===== src/rtl/dvi_tx_pkg.sv =====
`default_nettype none
// +----------------------------------------------------------------------------+
// | Package     : dvi_tx_pkg                                                   |
// | Description : Shared types and TMDS control tokens for the DVI TX lane     |
// |               sequencer.                                                   |
// | Revision    : 1.0 - initial release                                        |
// +----------------------------------------------------------------------------+
package dvi_tx_pkg;

  // Lane sequencer states, in bring-up order.
  typedef enum logic [1:0] {
    IDLE    = 2'd0,
    PHY_RST = 2'd1,
    SETTLE  = 2'd2,
    RUN     = 2'd3
  } seq_state_t;

  // TMDS control tokens indexed by {C1,C0}. Token 00 is the blanking token
  // driven whenever the link is not carrying pixel data.
  localparam logic [9:0] CTRL_TOKEN_00 = 10'h354;
  localparam logic [9:0] CTRL_TOKEN_01 = 10'h0AB;
  localparam logic [9:0] CTRL_TOKEN_10 = 10'h154;
  localparam logic [9:0] CTRL_TOKEN_11 = 10'h2AB;

  // Timer width able to hold 0..max(a,b)-1; never narrower than one bit.
  function automatic int tmr_width(input int a, input int b);
    int m;
    int w;
    m = (a > b) ? a : b;
    w = $clog2(m);
    return (w < 1) ? 1 : w;
  endfunction

endpackage
`default_nettype wire


===== src/rtl/dvi_tx_lock_filter.sv =====
`default_nettype none
// +----------------------------------------------------------------------------+
// | Module      : dvi_tx_lock_filter                                           |
// | Description : Two-flop synchroniser for the PLL lock flag followed by a    |
// |               saturating run-length counter; lock_ok asserts only after    |
// |               LOCK_FILTER consecutive synchronised lock cycles.            |
// | Revision    : 1.0 - initial release                                        |
// +----------------------------------------------------------------------------+
module dvi_tx_lock_filter #(
  parameter int LOCK_FILTER = 4
) (
  input  logic pixel_clock,
  input  logic reset,
  input  logic pll_lock,
  output logic lock_ok
);

  localparam int              CNT_W   = $clog2(LOCK_FILTER + 1);
  localparam logic [CNT_W-1:0] CNT_MAX = CNT_W'(LOCK_FILTER);

  logic [1:0]       sync_q;
  logic [1:0]       sync_d;
  logic             lock_s;
  logic [CNT_W-1:0] cnt_q;
  logic [CNT_W-1:0] cnt_d;

  // Shift the raw lock flag through the synchroniser; count consecutive lock
  // cycles, saturating at the filter length and clearing on any drop.
  always_comb begin
    sync_d = {sync_q[0], pll_lock};
    lock_s = sync_q[1];
    if (!lock_s) begin
      cnt_d = '0;
    end else if (cnt_q == CNT_MAX) begin
      cnt_d = cnt_q;
    end else begin
      cnt_d = cnt_q + CNT_W'(1);
    end
  end

  // Synchroniser and counter registers.
  always_ff @(posedge pixel_clock or posedge reset) begin
    if (reset) begin
      sync_q <= '0;
      cnt_q  <= '0;
    end else begin
      sync_q <= sync_d;
      cnt_q  <= cnt_d;
    end
  end

  assign lock_ok = (cnt_q == CNT_MAX);

endmodule
`default_nettype wire


===== src/rtl/dvi_tx_lane_sequencer.sv =====
`default_nettype none
// +----------------------------------------------------------------------------+
// | Module      : dvi_tx_lane_sequencer                                        |
// | Description : Bring-up and run-time controller for the three DVI TMDS      |
// |               serializer lanes: filters PLL lock, sequences PHY reset and  |
// |               the settle token, then forwards encoder words to the lanes.  |
// | Revision    : 1.0 - initial release                                        |
// +----------------------------------------------------------------------------+
module dvi_tx_lane_sequencer
  import dvi_tx_pkg::*;
#(
  parameter int LOCK_FILTER   = 4,
  parameter int RST_CYCLES    = 8,
  parameter int SETTLE_CYCLES = 16,
  parameter int LOSS_CNT_W    = 8
) (
  input  logic                  pixel_clock,
  input  logic                  reset,
  input  logic                  pll_lock,
  input  logic                  enable,
  input  logic [9:0]            enc_data_ch0,
  input  logic [9:0]            enc_data_ch1,
  input  logic [9:0]            enc_data_ch2,
  output logic                  phy_reset,
  output logic [9:0]            lane_data_ch0,
  output logic [9:0]            lane_data_ch1,
  output logic [9:0]            lane_data_ch2,
  output logic                  link_up,
  output logic [LOSS_CNT_W-1:0] lock_loss_count
);

  localparam int                    TMR_W       = tmr_width(RST_CYCLES, SETTLE_CYCLES);
  localparam logic [TMR_W-1:0]      RST_LAST    = TMR_W'(RST_CYCLES - 1);
  localparam logic [TMR_W-1:0]      SETTLE_LAST = TMR_W'(SETTLE_CYCLES - 1);
  localparam logic [LOSS_CNT_W-1:0] LOSS_MAX    = '1;

  logic                  lock_ok;
  logic                  link_ok;
  seq_state_t            state_q;
  seq_state_t            state_d;
  logic [TMR_W-1:0]      tmr_q;
  logic [TMR_W-1:0]      tmr_d;
  logic                  phy_reset_q;
  logic                  phy_reset_d;
  logic [2:0][9:0]       enc_bus;
  logic [2:0][9:0]       lane_q;
  logic [2:0][9:0]       lane_d;
  logic [LOSS_CNT_W-1:0] loss_q;
  logic [LOSS_CNT_W-1:0] loss_d;

  dvi_tx_lock_filter #(
    .LOCK_FILTER (LOCK_FILTER)
  ) u_lock_filter (
    .pixel_clock (pixel_clock),
    .reset       (reset),
    .pll_lock    (pll_lock),
    .lock_ok     (lock_ok)
  );

  assign enc_bus = {enc_data_ch2, enc_data_ch1, enc_data_ch0};

  // Next-state logic; losing lock or enable aborts to IDLE and wins over
  // any timer expiry in the same cycle.
  always_comb begin
    state_d = state_q;
    link_ok = lock_ok && enable;
    case (state_q)
      IDLE: begin
        if (link_ok) state_d = PHY_RST;
      end
      PHY_RST: begin
        if (!link_ok)               state_d = IDLE;
        else if (tmr_q == RST_LAST) state_d = SETTLE;
      end
      SETTLE: begin
        if (!link_ok)                  state_d = IDLE;
        else if (tmr_q == SETTLE_LAST) state_d = RUN;
      end
      RUN: begin
        if (!link_ok) state_d = IDLE;
      end
      default: state_d = IDLE;
    endcase
  end

  // Timer, lane mux, PHY reset and loss counter, all decoded from the next
  // state so the registered outputs line up with the state they belong to.
  always_comb begin
    tmr_d       = '0;
    phy_reset_d = (state_d == IDLE) || (state_d == PHY_RST);
    lane_d      = {CTRL_TOKEN_00, CTRL_TOKEN_00, CTRL_TOKEN_00};
    loss_d      = loss_q;

    if ((state_d == state_q) && ((state_q == PHY_RST) || (state_q == SETTLE))) begin
      tmr_d = tmr_q + TMR_W'(1);
    end

    if (state_d == RUN) begin
      lane_d = enc_bus;
    end

    // Only a lock-loss exit from RUN counts; an enable-only exit does not.
    if ((state_q == RUN) && (state_d == IDLE) && !lock_ok && (loss_q != LOSS_MAX)) begin
      loss_d = loss_q + LOSS_CNT_W'(1);
    end
  end

  // State and output registers; reset forces the safe idle outputs at once.
  always_ff @(posedge pixel_clock or posedge reset) begin
    if (reset) begin
      state_q     <= IDLE;
      tmr_q       <= '0;
      phy_reset_q <= 1'b1;
      lane_q      <= {CTRL_TOKEN_00, CTRL_TOKEN_00, CTRL_TOKEN_00};
      loss_q      <= '0;
    end else begin
      state_q     <= state_d;
      tmr_q       <= tmr_d;
      phy_reset_q <= phy_reset_d;
      lane_q      <= lane_d;
      loss_q      <= loss_d;
    end
  end

  assign phy_reset       = phy_reset_q;
  assign lane_data_ch0   = lane_q[0];
  assign lane_data_ch1   = lane_q[1];
  assign lane_data_ch2   = lane_q[2];
  assign link_up         = (state_q == RUN);
  assign lock_loss_count = loss_q;

endmodule
`default_nettype wire


===== config.mk =====
export PLATFORM = sky130hd
export DESIGN_NAME = dvi_tx_lane_sequencer
export DESIGN_NICKNAME = d
export VERILOG_FILES = /design/src/rtl/dvi_tx_pkg.sv /design/src/rtl/dvi_tx_lock_filter.sv /design/src/rtl/dvi_tx_lane_sequencer.sv
export SDC_FILE = /design/constraint.sdc
export NUM_CORES = 1
export LEC_CHECK = 0
export ABC_AREA = 1
export CAP_MARGIN = 10
export CORE_MARGIN = 1.5
export CORE_UTILIZATION = 45
export DETAILED_ROUTE_END_ITERATION = 16
export GPL_TIMING_DRIVEN = 0
export PLACE_DENSITY = 0.77
export SYNTH_ARGS = -nofsm -noshare
export SYNTH_HDL_FRONTEND = slang
export SYNTH_SLANG_ARGS = --single-unit
export TNS_END_PERCENT = 30

===== constraint.sdc =====
create_clock -name pixel_clock -period 5.8 [get_ports pixel_clock]
set_clock_uncertainty 0.2 [all_clocks]
set_input_delay 1.16 -clock pixel_clock [delete_from_list [all_inputs] [get_ports pixel_clock]]
set_output_delay 1.16 -clock pixel_clock [all_outputs]
set_load 0.005 [all_outputs]

# Yosys cells after proc, flatten, opt, wreduce, memory -nomap -nowiden
# Index checks and enable logic that the tools add are counted.
[word_totals] reg_bits=50 inputBits=34 output_inout_bits=40 elab_cells=44
[op_classes] add_sub_neg=3 eq_ne=11 mux=11 reduce_logical=10
[ops] operator="2-to-1 mux 30 bit" n=1
[ops] operator="2-to-1 mux 2 bit" n=6
[ops] operator="adder 8 x 1 -> 8 bit (second input constant)" n=1
[ops] operator="!= test 8 bit (second input constant)" n=1
[ops] operator="case mux 2 bit (4 select lines)" n=1
[ops] operator="equality test 2 bit (second input constant)" n=3
[ops] operator="2-to-1 mux 3 bit" n=2
[ops] operator="logical AND 1 bit" n=5
[ops] operator="adder 4 x 1 -> 4 bit (second input constant)" n=1
[ops] operator="equality test 2 x 1 -> 1 bit (second input constant)" n=2
[ops] operator="equality test 4 x 3 -> 1 bit (second input constant)" n=1
[ops] operator="equality test 4 bit (second input constant)" n=1
[ops] operator="zero test 2 bit" n=2
[ops] operator="2-to-1 mux 4 bit" n=1
[ops] operator="adder 3 x 1 -> 3 bit (second input constant)" n=1
[ops] operator="equality test 3 bit (second input constant)" n=1
[ops] operator="equality test 2 bit" n=1
[ops] operator="logical OR 1 bit" n=2
[ops] operator="!= test 2 bit (second input constant)" n=1
[ops] operator="zero test 1 bit" n=1

# Depth between registers and ports, before layout
[logic_depth] word_depth=8 ltp_mapped=11 depth_no_buf=11

# Modules after synthesis
# A second synthesis with hierarchy kept.
[unflattened] hier_cells=211 area_unflattened_um2=2130.8
[modules_own_cells] mod="dvi_tx_lane_sequencer" instances=1 cells_per_inst=189 area_per_inst_um2=1913.1 seq_area_each_um2=1146.1
[modules_own_cells] mod="dvi_tx_lock_filter" instances=1 cells_per_inst=22 area_per_inst_um2=217.7 seq_area_each_um2=125.1

# Worst setup path after synthesis
# OpenSTA, ideal clock, no wires.
[synth_path] path_type="input port to flip-flop" startpoint="in enable" endpoint="reg lane_q, in the netlist lane_data_ch1[9]" setup_ns=0.082 arrival_time_ns=1.973 t_required_ns=5.518 path_slack_ns=3.545 path_stages=9 n_path_buf=1 path_cell_list="nand3_2 inv_2 nand2_2 nor2_4 nand2_4 nand2_4 nand2_4 buf_6 or2_1"
[synth_lines] element="start, declared" line="dvi_tx_lane_sequencer.sv:20" text="input logic enable,"
[synth_lines] element="end signal, assigned" line="dvi_tx_lane_sequencer.sv:114" text="lane_q <= {CTRL_TOKEN_00, CTRL_TOKEN_00, CTRL_TOKEN_00};"
[synth_lines] element="end signal, assigned" line="dvi_tx_lane_sequencer.sv:120" text="lane_q <= lane_d;"
[synth_lines] element="end, declared" line="dvi_tx_lane_sequencer.sv:46" text="logic [2:0][9:0] lane_q;"

# Worst setup path in the final report
[layout_path] startpoint="reg state_q[0]" endpoint="out link_up"
[layout_via] elab_chain_len=1
[layout_rtl] element="start, declared" line="dvi_tx_lane_sequencer.sv:39" text="seq_state_t state_q;"
[layout_rtl] element="start signal, assigned" line="dvi_tx_lane_sequencer.sv:117" text="state_q <= state_d;"
[layout_rtl] element="equality test 2 bit" line="dvi_tx_lane_sequencer.sv:129" text="assign link_up = (state_q == RUN);"
[layout_rtl] element="end, declared" line="dvi_tx_lane_sequencer.sv:28" text="output logic link_up,"
# No other way between the ends.

==> results.yml <==
worst_setup_path:
  crit_end: "link_up"
  startpoint_type: "flop"
  cp_slowest_cell: "clkdlybuf4s50_1"
  rr_startpoint: "state_q[0]"
  cp.arrival_ps: 1490
  crit_start: "state_q[0]"
  r2r_slack_ps: 3650
  crit_fanout: 5
  path_cells: "ha_1, clkdlybuf4s50_1"
  path_depth: 2
  cp_num_buf_inv: 1
  crit_path_max_incr_delay_ps: 510
  crit_family: "buffers and inverters"
  crit_type: "flop to output pin"
  cp-end-kind: "output pin"
  reg2reg_depth: 11
  cp.required_ps: 4440
  reg2reg_to: "lock_loss_count[7]"
timing:
  setup_ws_ps: 2950
  fin_tns_setup_ps: 0
  drv_slew: 0
  fmax_mhz: 351
  rsz0062_at_grt: "no"
  hold_viol: 0
  timing.final.crit_share_pct: 49.1
  finalSetupViolations: 0
  tightest_slew_ps: 450
  maxSlewHeadroom_pct: 70.0
  timing.final.crit_period_ps: 2850
placed_design:
  place_congestion: 0.813
  numPortBuffers: 73
  dp_hpwl_mm: 3.22
  place_inst: 334
  place_ws_ps: 2920
worst_hold_path:
  hold_path_class: "flop to flop"
yosys:
  netlist_area_um2: 2160
  yosys_most_used_dff: "dfrtp_1"
  syn_nets: 250
  ys_ff_latch: 50
  ys_warn_count: 0
  synth.distinct_cells: 25
  ys_seq_area_share_pct: 59.0
  synthCells: 208
  async_reset_ff_share_pct: 100
  synth_edf_count: 0
  avgSynthCellArea_um2: 10.4
floorplan:
  dieArea_um2: 5220
  pin_count: 74
  placementRows: 24
  die_w_um: 72.2
  start_util_pct: 48.2
  core_um2: 4470
  die_y_um: 72.2
drt:
  ant_nets: 0
  wl_mm: 4.06
  viasPerCell: 4.69
  drc: 0
  drtIter0Drc: 38
  vias: 1605
  first_pass_iters: 4
  wl_per_cell_um: 11.9
run:
  drv_cap: 0
pwr:
  p_leak_uw: 0.00147
  power_uw: 710
  powerDensity_nw_per_um2: 231
  vdd_drop_max_uv: 154
clocking:
  clockBufferDepth: 2
  root_buffer: "clkbuf_8"
  clock_latency_ps: 290
  hold_buffers: 0
  cts_buffers: 5
  ctsHtreeMaxLevel: 2
  cts-resized-gates: 0
  post_cts_buffers: 0
  clock_sinks: 50
  clkTransAtPathRegs_ps: 90
  tritoncts: "yes"
cells_and_area:
  layout_commonest_cell: "clkdlybuf4s50_1"
  drive_gt1_share_pct: 14.8
  instances_no_fill: 342
  diodes: 0
  fin_nets: 331
  final_cell_mix: "clkdlybuf4s50_1, dfrtp_1, inv_1"
  area_growth_pct: 42.8
outcome:
  status: "completed"
global_route:
  gr-total-overflow: 0
  grt_pass1_vias: 1714
  antenna_found_initial: 0
  grt_pass1_wl_mm: 7.04
  grt.total_usage_pct: 17.3
  grt_max_degree: 30
synthesized netlist by cell type (2+ instances only):
master	count	share of area (%)
nand2_1	25	4.4
xnor2_1	2	0.81
o21ai_0	8	1.9
nor2_1	21	3.7
inv_1	31	5.4
o21ai_1	5	1.2
dfstp_2	16	20
xor2_1	6	2.4
nand2_2	4	1.2
nand3_1	13	3.0
ha_1	8	4.6
or2_1	15	4.4
nand2_4	3	1.6
buf_6	3	1.6
nand3_2	4	1.9
dfrtp_1	34	39
nor2_4	2	1.0
stage by stage:
stage / cell area (um2) / hold slack (ps) / utilization [%]
finish: 3080 / 153 / 68.8
global route: 3080 / 170 / 68.8
CTS: 3080 / 156 / 68.8
detailed placement: 2970 / 136 / 66.4
global placement: 2950 / 137 / 66.0
floorplan: 2160 / 131 / -
report_power, final:
part / internal, uW / total [uW] / switching [uW]
Sequential: 358 / 368 / 9.57
Combinational: 48.4 / 107 / 58.9
Clock: 129 / 235 / 106
Total: 536 / 710 / 174
final cells by class:
| cell class | instances | area (um2) |
|---|---|---|
| tap | 52 | 65.1 |
| sequential | 50 | 1270 |
| inverter | 32 | 120 |
| multi-input combinational | 122 | 726 |
| clock inverter | 1 | 30.0 |
| timing repair buffer | 74 | 751 |
| buffer | 4 | 38.8 |
| fill | 336 | 1400 |
| clock buffer | 7 | 76.3 |
worst min path at each step:
stage | start | end | slack, ps | cells after the start
floorplan | u_lock_filter.sync_q[0] | u_lock_filter.sync_q[1] | 130 | 0
global placement | u_lock_filter.sync_q[0] | u_lock_filter.sync_q[1] | 140 | 0
detailed placement | u_lock_filter.sync_q[0] | u_lock_filter.sync_q[1] | 140 | 0
CTS | u_lock_filter.sync_q[0] | u_lock_filter.sync_q[1] | 160 | 0
global route | u_lock_filter.sync_q[0] | u_lock_filter.sync_q[1] | 170 | 0
finish | u_lock_filter.sync_q[0] | u_lock_filter.sync_q[1] | 150 | 0
state kept, by name, indices dropped and copies added, names as in the netlist:
name                  count
u_lock_filter.cnt_q       3
lane_data_ch0            10
lane_data_ch2            10
lock_loss_count           8
tmr_q                     4
lane_data_ch1            10
state_q                   2
phy_reset                 1
u_lock_filter.sync_q      2
metal layers:
| layer | vias to the layer above | track usage [%] | share of wire [%] |
|---|---|---|---|
| li1 | 795 | - | - |
| met1 | 748 | 18.9 | 38 |
| met2 | 57 | 28.6 | 48 |
| met3 | 5 | 9.86 | 12 |
| met4 | 0 | 5.45 | 0.89 |
| met5 | - | 0 | 0 |
cell families (layout without fill, tap and decap cells):
kind of cell               count (synthesis)  in the layout  share of synthesized area, %
xor gates and xnor gates                   8              8                          3.25
DFF                                       50             50                          59.0
and+or+nand+nor                           90             90                          21.8
AOI/OAI and AO/OA                         16             16                          3.95
adders and majority gates                  8              8                          4.64
buffers and inverters                     36            118                          7.37
(Power assumes the default switching activity.)
